File: src/rtl/g2_term_detector.sv
// Product-term detector with a two-term ordered sequencer.
// Each term compares the masked input against a programmed value and counts
// consecutive matching valid samples. A term is qualified (y low) while its
// count sits at HOLD. The sequencer looks for term 0 qualifying and then
// term 1 qualifying within WINDOW cycles, pulses seq_hit, and counts hits.
//
//   state | meaning
//   IDLE  | waiting for term 0 to qualify
//   ARMED | term 0 seen, timer running, waiting for term 1
//   HIT   | sequence detected, seq_hit high for this cycle
module g2_term_detector #(
  parameter int WIDTH  = 4,
  parameter int TERMS  = 2,
  parameter int HOLD   = 3,
  parameter int WINDOW = 8
) (
  input  logic             clk,
  input  logic             rst_n,
  input  logic [WIDTH-1:0] x,
  input  logic             in_valid,
  input  logic             cfg_we,
  input  logic [2:0]       cfg_idx,
  input  logic [WIDTH-1:0] cfg_mask,
  input  logic [WIDTH-1:0] cfg_val,
  input  logic             clr,
  output logic [TERMS-1:0] y,
  output logic             seq_hit,
  output logic [1:0]       state,
  output logic [7:0]       hit_count
);

  typedef enum logic [1:0] {
    S_IDLE  = 2'd0,
    S_ARMED = 2'd1,
    S_HIT   = 2'd2
  } state_t;

  localparam logic [3:0] HOLD_C   = 4'(HOLD);
  localparam logic [7:0] WIN_LAST = 8'(WINDOW - 1);

  logic [WIDTH-1:0] mask_q [TERMS];
  logic [WIDTH-1:0] val_q  [TERMS];
  logic [3:0]       cnt_q  [TERMS];
  logic [TERMS-1:0] match;
  logic [TERMS-1:0] qual;
  logic [1:0]       qual_prev_q;
  logic [1:0]       rise;
  state_t           state_q, state_d;
  logic [7:0]       timer_q, timer_d;

  // Per-term match against the current sample and qualification from the count.
  always_comb begin
    match = '0;
    qual  = '0;
    for (int i = 0; i < TERMS; i++) begin
      match[i] = (mask_q[i] != '0) && ((x & mask_q[i]) == (val_q[i] & mask_q[i]));
      qual[i]  = (cnt_q[i] == HOLD_C);
    end
  end

  // Only terms 0 and 1 feed the sequencer; rise marks the first qualified cycle.
  assign rise    = qual[1:0] & ~qual_prev_q;
  assign y       = ~qual;
  assign seq_hit = (state_q == S_HIT);
  assign state   = state_q;

  // Term configuration and consecutive-match counters; a config write wins over counting.
  always_ff @(posedge clk or negedge rst_n) begin
    if (!rst_n) begin
      for (int i = 0; i < TERMS; i++) begin
        mask_q[i] <= '0;
        val_q[i]  <= '0;
        cnt_q[i]  <= '0;
      end
      qual_prev_q <= '0;
    end else begin
      qual_prev_q <= qual[1:0];
      for (int i = 0; i < TERMS; i++) begin
        if (cfg_we && (cfg_idx == 3'(i))) begin
          mask_q[i] <= cfg_mask;
          val_q[i]  <= cfg_val;
          cnt_q[i]  <= '0;
        end else if (in_valid) begin
          if (!match[i]) begin
            cnt_q[i] <= '0;
          end else if (cnt_q[i] != HOLD_C) begin
            cnt_q[i] <= cnt_q[i] + 4'd1;
          end
        end
      end
    end
  end

  // Sequencer state and window timer registers.
  always_ff @(posedge clk or negedge rst_n) begin
    if (!rst_n) begin
      state_q <= S_IDLE;
      timer_q <= '0;
    end else begin
      state_q <= state_d;
      timer_q <= timer_d;
    end
  end

  // Sequencer next state; term 1 only counts once term 0 has already armed us.
  always_comb begin
    state_d = state_q;
    timer_d = timer_q;
    case (state_q)
      S_IDLE: begin
        timer_d = '0;
        if (rise[0]) begin
          state_d = S_ARMED;
        end
      end
      S_ARMED: begin
        if (rise[1]) begin
          state_d = S_HIT;
          timer_d = '0;
        end else if (rise[0]) begin
          timer_d = '0;
        end else if (timer_q == WIN_LAST) begin
          state_d = S_IDLE;
          timer_d = '0;
        end else begin
          timer_d = timer_q + 8'd1;
        end
      end
      S_HIT: begin
        state_d = S_IDLE;
        timer_d = '0;
      end
      default: begin
        state_d = S_IDLE;
        timer_d = '0;
      end
    endcase
  end

  // Saturating hit counter; clear beats a simultaneous hit.
  always_ff @(posedge clk or negedge rst_n) begin
    if (!rst_n) begin
      hit_count <= '0;
    end else if (clr) begin
      hit_count <= '0;
    end else if (seq_hit && (hit_count != 8'hFF)) begin
      hit_count <= hit_count + 8'd1;
    end
  end

endmodule

File: config.mk
export PLATFORM = sky130hd
export DESIGN_NAME = g2_term_detector
export DESIGN_NICKNAME = d
export VERILOG_FILES = /design/src/rtl/g2_term_detector.sv
export SDC_FILE = /design/constraint.sdc
export NUM_CORES = 1
export LEC_CHECK = 0
export ABC_AREA = 1
export BUFFER_PORTS_ARGS = -buffer_cell sky130_fd_sc_hd__buf_2
export CORE_MARGIN = 4
export CORE_UTILIZATION = 55
export CTS_BUF_LIST = sky130_fd_sc_hd__clkbuf_4 sky130_fd_sc_hd__clkbuf_8
export CTS_CLUSTER_DIAMETER = 100
export DETAILED_ROUTE_END_ITERATION = 6
export PLACE_DENSITY = 0.77
export SLEW_MARGIN = 10
export SYNTH_ARGS = -nofsm -noshare
export SYNTH_HDL_FRONTEND = slang
export SYNTH_SLANG_ARGS = --single-unit
File: constraint.sdc
create_clock -name clk -period 1.9 [get_ports clk]
set_input_delay 0 -clock clk [delete_from_list [all_inputs] [get_ports clk]]
set_output_delay 0 -clock clk [all_outputs]
set_load 0.05 [all_outputs]
==> results of run 1 <==
[cell type report]
type                            count  area, um2
Timing Repair Buffer               46        288
Fill cell                         340       1280
Clock buffer                        8       97.6
Tap cell                           50       62.6
Inverter                           47        179
Sequential cell                    44       1100
Multi-Input combinational cell    208       1080
[power breakdown]
| group | internal, mW | total [mW] | switching [mW] |
|---|---|---|---|
| clock network | 0.325 | 0.636 | 0.311 |
| registers | 1.07 | 1.21 | 0.135 |
| logic | 0.216 | 0.576 | 0.360 |
[cells in the mapped netlist (all sizes together) (3+ instances only)]
library cell	number	area, um2
nand2	55	209
nand3	46	235
inv	45	171
dfrtp	44	1100
nor2	35	139
o21ai	27	161
nand4	15	93.8
ha	5	62.6
clkbuf	4	15.0
or2	4	27.5
a21oi	3	15.0
nand3b	3	22.5
nor3	3	15.0
nor3b	3	22.5
xor2	3	26.3
[registers in the layout (all words and copies together), names as in the netlist]
| signal | flops |
|---|---|
| mask_q | 8 |
| timer_q | 8 |
| qual_prev_q | 2 |
| hit_count | 8 |
| state | 2 |
| cnt_q | 8 |
| val_q | 8 |
[worst max path at each step]
| stage | from | to | slack (ns) | cells past startpoint |
|---|---|---|---|---|
| after floorplan | state[1] | hit_count[5] | 0.005 | 6 |
| after global placement | hit_count[0] | hit_count[0] | 0.35 | 7 |
| after detailed placement | hit_count[0] | hit_count[3] | 0.28 | 7 |
| after CTS | hit_count[0] | hit_count[3] | 0.26 | 7 |
| after global routing | hit_count[0] | hit_count[7] | 0.12 | 7 |
| final | hit_count[0] | hit_count[3] | 0.25 | 7 |
[per-stage QoR]
step / area [um2] / utilization [%]
2_1_floorplan: 2380 / -
3_3_place_gp: 2620 / 64.1
3_5_place_dp: 2620 / 64.1
4_1_cts: 2810 / 68.6
5_1_grt: 2810 / 68.6
6_report: 2810 / 68.6
[cell families (layout without fill, tap and decap cells)]
logic type,Yosys count,count (layout),share of synthesized area [%]
simple gates,166,166,32.6
xor+xnor,5,5,1.84
flops,44,44,46.2
buf+inv,52,101,8.62
fa+ha+maj,5,5,2.63
compound gates,32,32,8.04
[what timing repair did]
action | in CTS | in global routing
hold buffers | 9 | 0
setup endpoints to repair | 0 | 0
endpoints found under the hold margin | 36 | 0
[worst register-to-register path: cells and delay by family (launching register included)]
family          cells  cell delay [ns]
compound gates      2             0.42
flops               1             0.41
buf+inv             1             0.05
simple gates        3             0.52
fa+ha+maj           1             0.19
[per-layer routing]
metal / vias up / GRT usage (%) / wire (um) / share of wire (%)
met4: 0 / 8.05 / 51 / 1.1
met3: 6 / 5.06 / 284 / 5.9
met5: - / 0 / 0 / 0
li1: 1092 / - / - / -
met1: 964 / 24.9 / 2120 / 44
met2: 66 / 34.9 / 2350 / 49
==> flow_summary_export.csv, run 1 <==
group,metric,value,unit
critical_path,ff2ff_setup_slack,0.25,ns
synthesis,ys_ff_latch,44,
cts,clkTransAtPathRegs,0.08,ns
critical_path,slowest_delay,0.41,ns
cts,clockBufferDepth,2,
placement,place_ws,0.277,ns
synthesis,syn-num-nets,329,
sta,rsz0062_at_grt,"no",
sta,clock_skew,0.00426,ns
routing,wire_per_inst,11.9,um
cts,cts_tree,"built",
sta,period_minus_slack,1.65,ns
synthesis,synth_seq_area_share,46.2,%
global_routing,grt_pass1_vias,2052,
die,io_pins,33,
critical_path,r2r_cells,7,
power,power,2.42,mW
routing,drt-pass1-iter-count,4,
global_routing,antenna_found_initial,0,
global_routing,grt_usage,20.6,%
sta,fmax,606,MHz
final_layout,diodes,0,
final_layout,nets,377,
placement,port_buffers,32,
sta,tns,0,ns
placement,gp_congestion,0.924,
synthesis,synth_ff_type,"dfrtp_1",
critical_path,rr_endpoint,"hit_count[3]",
critical_path,cp-end-kind,"register",
final_layout,layout-drive-gt1-share,17.8,%
critical_path,r2r-start,"hit_count[0]",
power,ir_drop,440,uV
critical_path,crit_chain,"ha_1 -> nand2_2 -> nor2_4 -> inv_2 -> o21a_1 -> or2_4 -> o21ai_2",
placement,dp_hpwl,3490,um
run_status,status,"complete, no violations",
cts,cts_buffers,5,
sta,fin_ws,0.250,ns
critical_path,critPathLaunchType,"register",
die,rows,23,
min_path,holdPathEnd,"cnt_q[4]",
power,leakagePower,1.47,nW
critical_path,worst-path-buf-inv,1,
die,start_util,58.3,%
cts,postCtsSetupBuffers,0,
routing,ant_nets,0,
die,design.die.area,5450,um2
critical_path,crit_arrival,1.88,ns
placement,dp.cells,386,
synthesis,syn_inst,304,
routing,drt-total-wl,4800,um
final_layout,syn2layout_area_growth,17.8,%
die,fp.dieW,73.8,um
sta,fin_hold_ws,0.0203,ns
power,p_per_area,863,nW/um2
final_layout,final_cells,403,
critical_path,worst_ep_required_time,2.13,ns
sta,drv_slew,0,
critical_path,critical_path.max_fanout,10,
routing,vias,2128,
final_layout,final_cell_mix,"54 x nand2_1, 45 x nand3_1, 44 x dfrtp_1",
cts,cts_root_buf,"clkbuf_8",
critical_path,slowest_stage,"dfrtp_1",
cts,cts_resized,0,
synthesis,ys_warn_count,0,
die,die_h,73.8,um
run,cap_violations,0,
sta,setup_viol,0,
synthesis,ys_types,30,
synthesis,synth_edf_count,0,
global_routing,grt_first_pass_wirelength,8760,um
routing,drt_iter0_drc,114,
die,coreArea,4090,um2
synthesis,netlist_area,2380,um2
synthesis,avgSynthCellArea,7.83,um2
synthesis,synthArstFlopShare,100,%
routing,vias_per_cell,5.28,
sta,hold_viol_final,0,
sta,max_slew.worst_pin.slew,0.499,ns
cts,clock_latency,0.30,ns
sta,slew_headroom,66.8,%
cts,htree_levels,2,
global_routing,overflow,0,
final_layout,final_common_cell,"nand2_1",
min_path,whs_path_depth,3,
min_path,hold_class,"in2reg",
critical_path,critPathKind,"reg2reg",
critical_path,path_delay_family,"simple AND/OR/NAND/NOR gates",
global_routing,grt_max_degree,24,
min_path,hp-start,"in_valid",
routing,route.detailed.drc,0,
sta,period_share,86.9,%
cts,clock_sinks,44,
(Power assumes the default switching activity.)
==> inputs of run 2 (changes only) <==
--- a/config.mk
+++ b/config.mk
@@ -8,7 +8,7 @@
 export ABC_AREA = 1
 export BUFFER_PORTS_ARGS = -buffer_cell sky130_fd_sc_hd__buf_2
 export CORE_MARGIN = 4
-export CORE_UTILIZATION = 55
+export CORE_UTILIZATION = 53
 export CTS_BUF_LIST = sky130_fd_sc_hd__clkbuf_4 sky130_fd_sc_hd__clkbuf_8
 export CTS_CLUSTER_DIAMETER = 100
 export DETAILED_ROUTE_END_ITERATION = 6
==> constraint.sdc (replaced) <==
create_clock -name clk -period 1.51 [get_ports clk]
set_input_delay 0 -clock clk [delete_from_list [all_inputs] [get_ports clk]]
set_output_delay 0 -clock clk [all_outputs]
set_load 0.05 [all_outputs]
==> flow_summary_export.csv, run 2 (same netlist as run 1, synthesis figures left out) <==
group,metric,value,unit
critical_path,ff2ff_setup_slack,0.1,ns
critical_path,worstSetupPathDepth,7,
routing,route.detailed.drc,0,
power,ir_drop,882,uV
critical_path,crit_chain,"ha_4 -> nand2_4 -> nor2_4 -> inv_2 -> o21a_1 -> or2_4 -> o21ai_2",
critical_path,crit_arrival,1.64,ns
final_layout,layout-drive-gt1-share,23.0,%
critical_path,critical_path.max_fanout,7,
final_layout,diodes,0,
die,io_pins,33,
final_layout,fill_cells,366,
power,power,3.23,mW
placement,gp_congestion,0.832,
cts,htree_levels,2,
routing,vias,2147,
power,p_switching,1.04,mW
sta,clock_skew,0.00551,ns
critical_path,critPathKind,"reg2reg",
run,cap_violations,0,
power,leakagePower,1.53,nW
critical_path,path_delay_family,"simple AND/OR/NAND/NOR gates",
placement,place_ws,0.0705,ns
sta,max_slew.worst_pin.slew,0.384,ns
global_routing,overflow,0,
global_routing,antenna_found_initial,0,
sta,hold_viol_final,0,
power,p_int,2.19,mW
critical_path,r2r-start,"hit_count[1]",
die,die_h,75.0,um
final_layout,final_cells,413,
final_layout,syn2layout_area_growth,23.4,%
power,seq_power_share,47.1,%
routing,drt-pass1-iter-count,5,
global_routing,grt_usage,19.8,%
die,coreArea,4350,um2
cts,cts_buffers,5,
routing,ant_nets,0,
min_path,hold_class,"in2reg",
final_layout,fin_util,67.5,%
cts,clkTransAtPathRegs,0.08,ns
placement,dp_hpwl,3650,um
global_routing,grt_pass1_vias,2072,
die,fp.dieW,75.0,um
routing,drt_iter0_drc,83,
sta,drv_slew,0,
cts,cts_root_buf,"clkbuf_8",
critical_path,cp-end-kind,"register",
cts,clockBufferDepth,2,
die,rows,24,
final_layout,final_common_cell,"nand2_1",
critical_path,worst-path-buf-inv,1,
placement,port_buffers,32,
cts,clock_latency,0.29,ns
power,sw_frac_of_total,32.3,%
final_layout,nets,385,
sta,period_share,93.6,%
critical_path,worst_ep_required_time,1.73,ns
min_path,holdPathEnd,"cnt_q[4]",
critical_path,critPathLaunchType,"register",
global_routing,grt_first_pass_wirelength,8710,um
cts,clock_sinks,44,
power,p_per_area,1100,nW/um2
sta,period_minus_slack,1.41,ns
min_path,hp-start,"in_valid",
sta,fmax,708,MHz
min_path,whs_path_depth,3,
sta,setup_viol,0,
critical_path,rr_endpoint,"hit_count[7]",
cts,cts_tree,"built",
power,combPwrFrac,25.3,%
placement,dp.cells,393,
run_status,status,"complete, no violations",
sta,fin_ws,0.0971,ns
die,design.die.area,5630,um2
critical_path,r2r_cells,7,
power,p_clk_share,27.6,%
routing,wire_per_inst,12.1,um
critical_path,slowest_delay,0.40,ns
die,start_util,54.7,%
routing,vias_per_cell,5.20,
global_routing,grt_max_degree,18,
final_layout,final_cell_mix,"54 x nand2_1, 45 x nand3_1, 40 x inv_1, 40 x dfrtp_1, 31 x buf_2",
routing,drt-total-wl,4990,um
critical_path,slowest_stage,"dfrtp_2",
sta,slew_headroom,74.4,%
-- run 2: changes by cell type in the layout (fill, tap and decap cells not counted), sizes merged --
cell,before,now
bufinv,0,1
clkinv,2,3
clkbuf,8,6
buf,37,45
-- run 2: final cells by class --
type | count | area (um2) | area share [%]
multi-input combinational | 208 | 1120 | 38.2
sequential | 44 | 1110 | 37.6
inverter | 47 | 179 | 6.09
tap | 52 | 65.1 | 2.21
clock buffer | 6 | 76.3 | 2.60
timing repair buffer | 54 | 354 | 12.1
clock inverter | 2 | 35.0 | 1.19
-- run 2: stage by stage --
stage	cell area [um2]	hold slack (ns)	setup TNS, ns
after CTS	2890	0.0126	0
after floorplan	2420	-0.296	-1.21
after global placement	2690	-0.0597	0
final	2940	0.0176	0
after detailed placement	2690	-0.0589	0
after global routing	2940	0.0326	-0.00417
-- run 2: layer usage --
metal / vias up / GRT usage [%] / wire length (um)
met5: - / 0 / 0
met4: 0 / 5.53 / 39
met3: 4 / 3.87 / 224
met2: 52 / 36.8 / 2560
met1: 988 / 23.0 / 2170
li1: 1103 / - / -
-- run 2: worst max-delay path by stage --
stage	startpoint	slack, ns	endpoint
after floorplan	hit_count[0]	-0.18	hit_count[0]
after global placement	cnt_q[0]	0.11	timer_q[3]
after detailed placement	cnt_q[0]	0.07	timer_q[3]
after CTS	cnt_q[0]	0.04	y[1]
after global routing	cnt_q[0]	-0.002	timer_q[3]
final	hit_count[1]	0.1	hit_count[7]
-- run 2: what timing repair did --
item	CTS	global route
hold buffers	9	0
setup endpoints to repair	1	19
pin swaps	0	1
resized for setup	1	7
buffers inserted	0	3
hold endpoints to repair	43	0
-- run 2: power groups by stage --
stage	Combinational, mW	Clock (mW)	Sequential, mW
5_1_grt	0.938	0.972	1.55
3_5_place_dp	0.765	0	1.54
3_3_place_gp	0.744	0	1.53
4_1_cts	0.790	0.909	1.52
2_1_floorplan	0.488	0	1.56
6_report	0.817	0.892	1.52
-- run 2: tightest hold or removal path: cells and delay by family --
family	cells	cell delay, ns
and+or+nand+nor	2	0.14
buffers and inverters	1	0.13
==> inputs of run 3 (changes only) <==
--- a/config.mk
+++ b/config.mk
@@ -12,7 +12,8 @@
 export CTS_BUF_LIST = sky130_fd_sc_hd__clkbuf_4 sky130_fd_sc_hd__clkbuf_8
 export CTS_CLUSTER_DIAMETER = 100
 export DETAILED_ROUTE_END_ITERATION = 6
-export PLACE_DENSITY = 0.77
+export PLACE_DENSITY = 0.76
+export RECOVER_POWER = 25
 export SLEW_MARGIN = 10
 export SYNTH_ARGS = -nofsm -noshare
 export SYNTH_HDL_FRONTEND = slang
==> flow_summary_export.csv, run 3 (same netlist as run 1, synthesis figures left out) <==
group,metric,value,unit
routing,met1_length,2300,um
final_layout,final_cell_mix,"54 x nand2_1, 45 x nand3_1, 40 x inv_1, 40 x dfrtp_1, 30 x buf_2",
cts,clockBufferDepth,2,
sta,period_share,97.8,%
final_layout,stdcell_area,2980,um2
placement,placed_cell_area,2700,um2
critical_path,crit_arrival,1.48,ns
routing,top_layer,"met4",
die,rows,24,
routing,drt-pass1-iter-count,4,
final_layout,final_cells,418,
die,fp.dieW,75.0,um
final_layout,syn2layout_area_growth,25.0,%
global_routing,grt_first_pass_wirelength,8560,um
cts,cts_buffers,5,
critical_path,critPathKind,"reg2out",
die,io_pins,33,
run,cap_violations,0,
cts,clock_latency,0.29,ns
critical_path,critPathLaunchType,"register",
placement,dp.cells,392,
sta,drv_slew,0,
critical_path,critical_path.max_fanout,5,
cts,cts_root_buf,"clkbuf_8",
sta,period_minus_slack,1.48,ns
sta,fmax,677,MHz
cts,clock_sinks,44,
power,ir_drop,575,uV
routing,ant_nets,0,
global_routing,grt_pass1_vias,2015,
routing,drt-total-wl,5170,um
routing,route.detailed.drc,0,
global_routing,antenna_found_initial,0,
cts,htree_levels,2,
sta,hold_viol_final,0,
global_routing,grt_max_degree,27,
routing,vias,2184,
die,coreArea,4350,um2
routing,drt_iter0_drc,137,
final_layout,layout-drive-gt1-share,23.8,%
final_layout,nets,390,
final_layout,final_common_cell,"nand2_1",
placement,port_buffers,32,
die,start_util,54.7,%
sta,rsz0062_at_grt,"yes",
global_routing,grt_usage,19.6,%
cts,clkTransAtPathRegs,0.08,ns
sta,clock_skew,0.00829,ns
sta,setup_viol,0,
cts,cts_tree,"built",
min_path,hold_class,"in2reg",
run_status,status,"complete, no violations",
power,leakagePower,1.55,nW
placement,gp_congestion,0.877,
power,p_per_area,1060,nW/um2
critical_path,worst_ep_required_time,1.51,ns
die,design.die.area,5630,um2
sta,max_slew.worst_pin.slew,1.11,ns
die,die_h,75.0,um
critical_path,cp-end-kind,"output port",
final_layout,diodes,0,
routing,wl_met2,2580,um
placement,dp_hpwl,3630,um
routing,vias_per_cell,5.22,
routing,wire_per_inst,12.4,um
sta,slew_headroom,26.0,%
global_routing,overflow,0,
routing,met3_length,244,um
## run 3: cell count changes in the layout (fill, tap and decap cells not counted), sizes merged
cell    delta
clkinv     +1
clkbuf     +1
buf        +4
bufinv     -1
## run 3: worst paths after layout
path | startpoint | endpoint | slack (ns) | cells past startpoint
setup / recovery | cnt_q[0] | y[1] | 0.03 | 6
hold / removal | in_valid | cnt_q[4] | 0.02 | 3
setup reg to reg | hit_count[0] | hit_count[2] | 0.04 | 7
hold reg to reg | state[1] | state[1] | 0.48 | 1
max in group asynchronous | rst_n | hit_count[1] | 0.34 | 2
min in group asynchronous | rst_n | hit_count[0] | 0.43 | 2
## run 3: worst max-delay path, cell delays in order, from the launching register on
cell     delay (ns)
dfrtp_1        0.44
ha_2           0.22
nand2_1        0.08
nor2_2         0.04
buf_4          0.15
inv_1          0.10
buf_6          0.17
## run 3: per-layer routing
| metal | vias to the layer above | global-route usage (%) |
|---|---|---|
| li1 | 1112 | - |
| met1 | 1014 | 23.7 |
| met2 | 52 | 35.1 |
| met3 | 6 | 3.87 |
| met4 | 0 | 5.73 |
| met5 | - | 0 |
## run 3: through the flow
stage | utilization (%) | hold WS, ns | TNS (ns) | worst slack (ns) | power, mW
6_report | 68.3 | 0.0172 | 0 | 0.0337 | 3.17
5_1_grt | 68.3 | 0.0519 | -0.0462 | -0.0246 | 3.38
4_1_cts | 66.1 | 0.00735 | 0 | 0.00614 | 3.11
3_5_place_dp | 61.9 | -0.0203 | 0 | 0.0738 | 2.33
3_3_place_gp | 61.9 | -0.0250 | 0 | 0.120 | 2.30
2_1_floorplan | - | -0.296 | -1.21 | -0.176 | 2.05
## run 3: cell type report
| type | count | area (um2) |
|---|---|---|
| clock buffer | 6 | 82.6 |
| clock inverter | 2 | 10.0 |
| fill | 343 | 1380 |
| inverter | 47 | 179 |
| multi-input combinational | 208 | 1130 |
| sequential | 44 | 1110 |
| tap | 52 | 65.1 |
| timing repair buffer | 59 | 403 |
## run 3: what timing repair did
item                                   4_1_cts  5_1_grt
setup endpoints to repair                    1       24
pin swaps                                    0        6
hold buffers                                 9        0
cloned                                       0        0
gates resized for setup                      1        9
endpoints found under the hold margin       34        0
setup buffers                                0        9
## run 3: power by group
group          leakage, nW  switching (mW)  internal [mW]
registers            0.580           0.169           1.35
clock network       0.0510           0.393          0.365
logic                0.917           0.516          0.372
total                 1.55            1.08           2.09
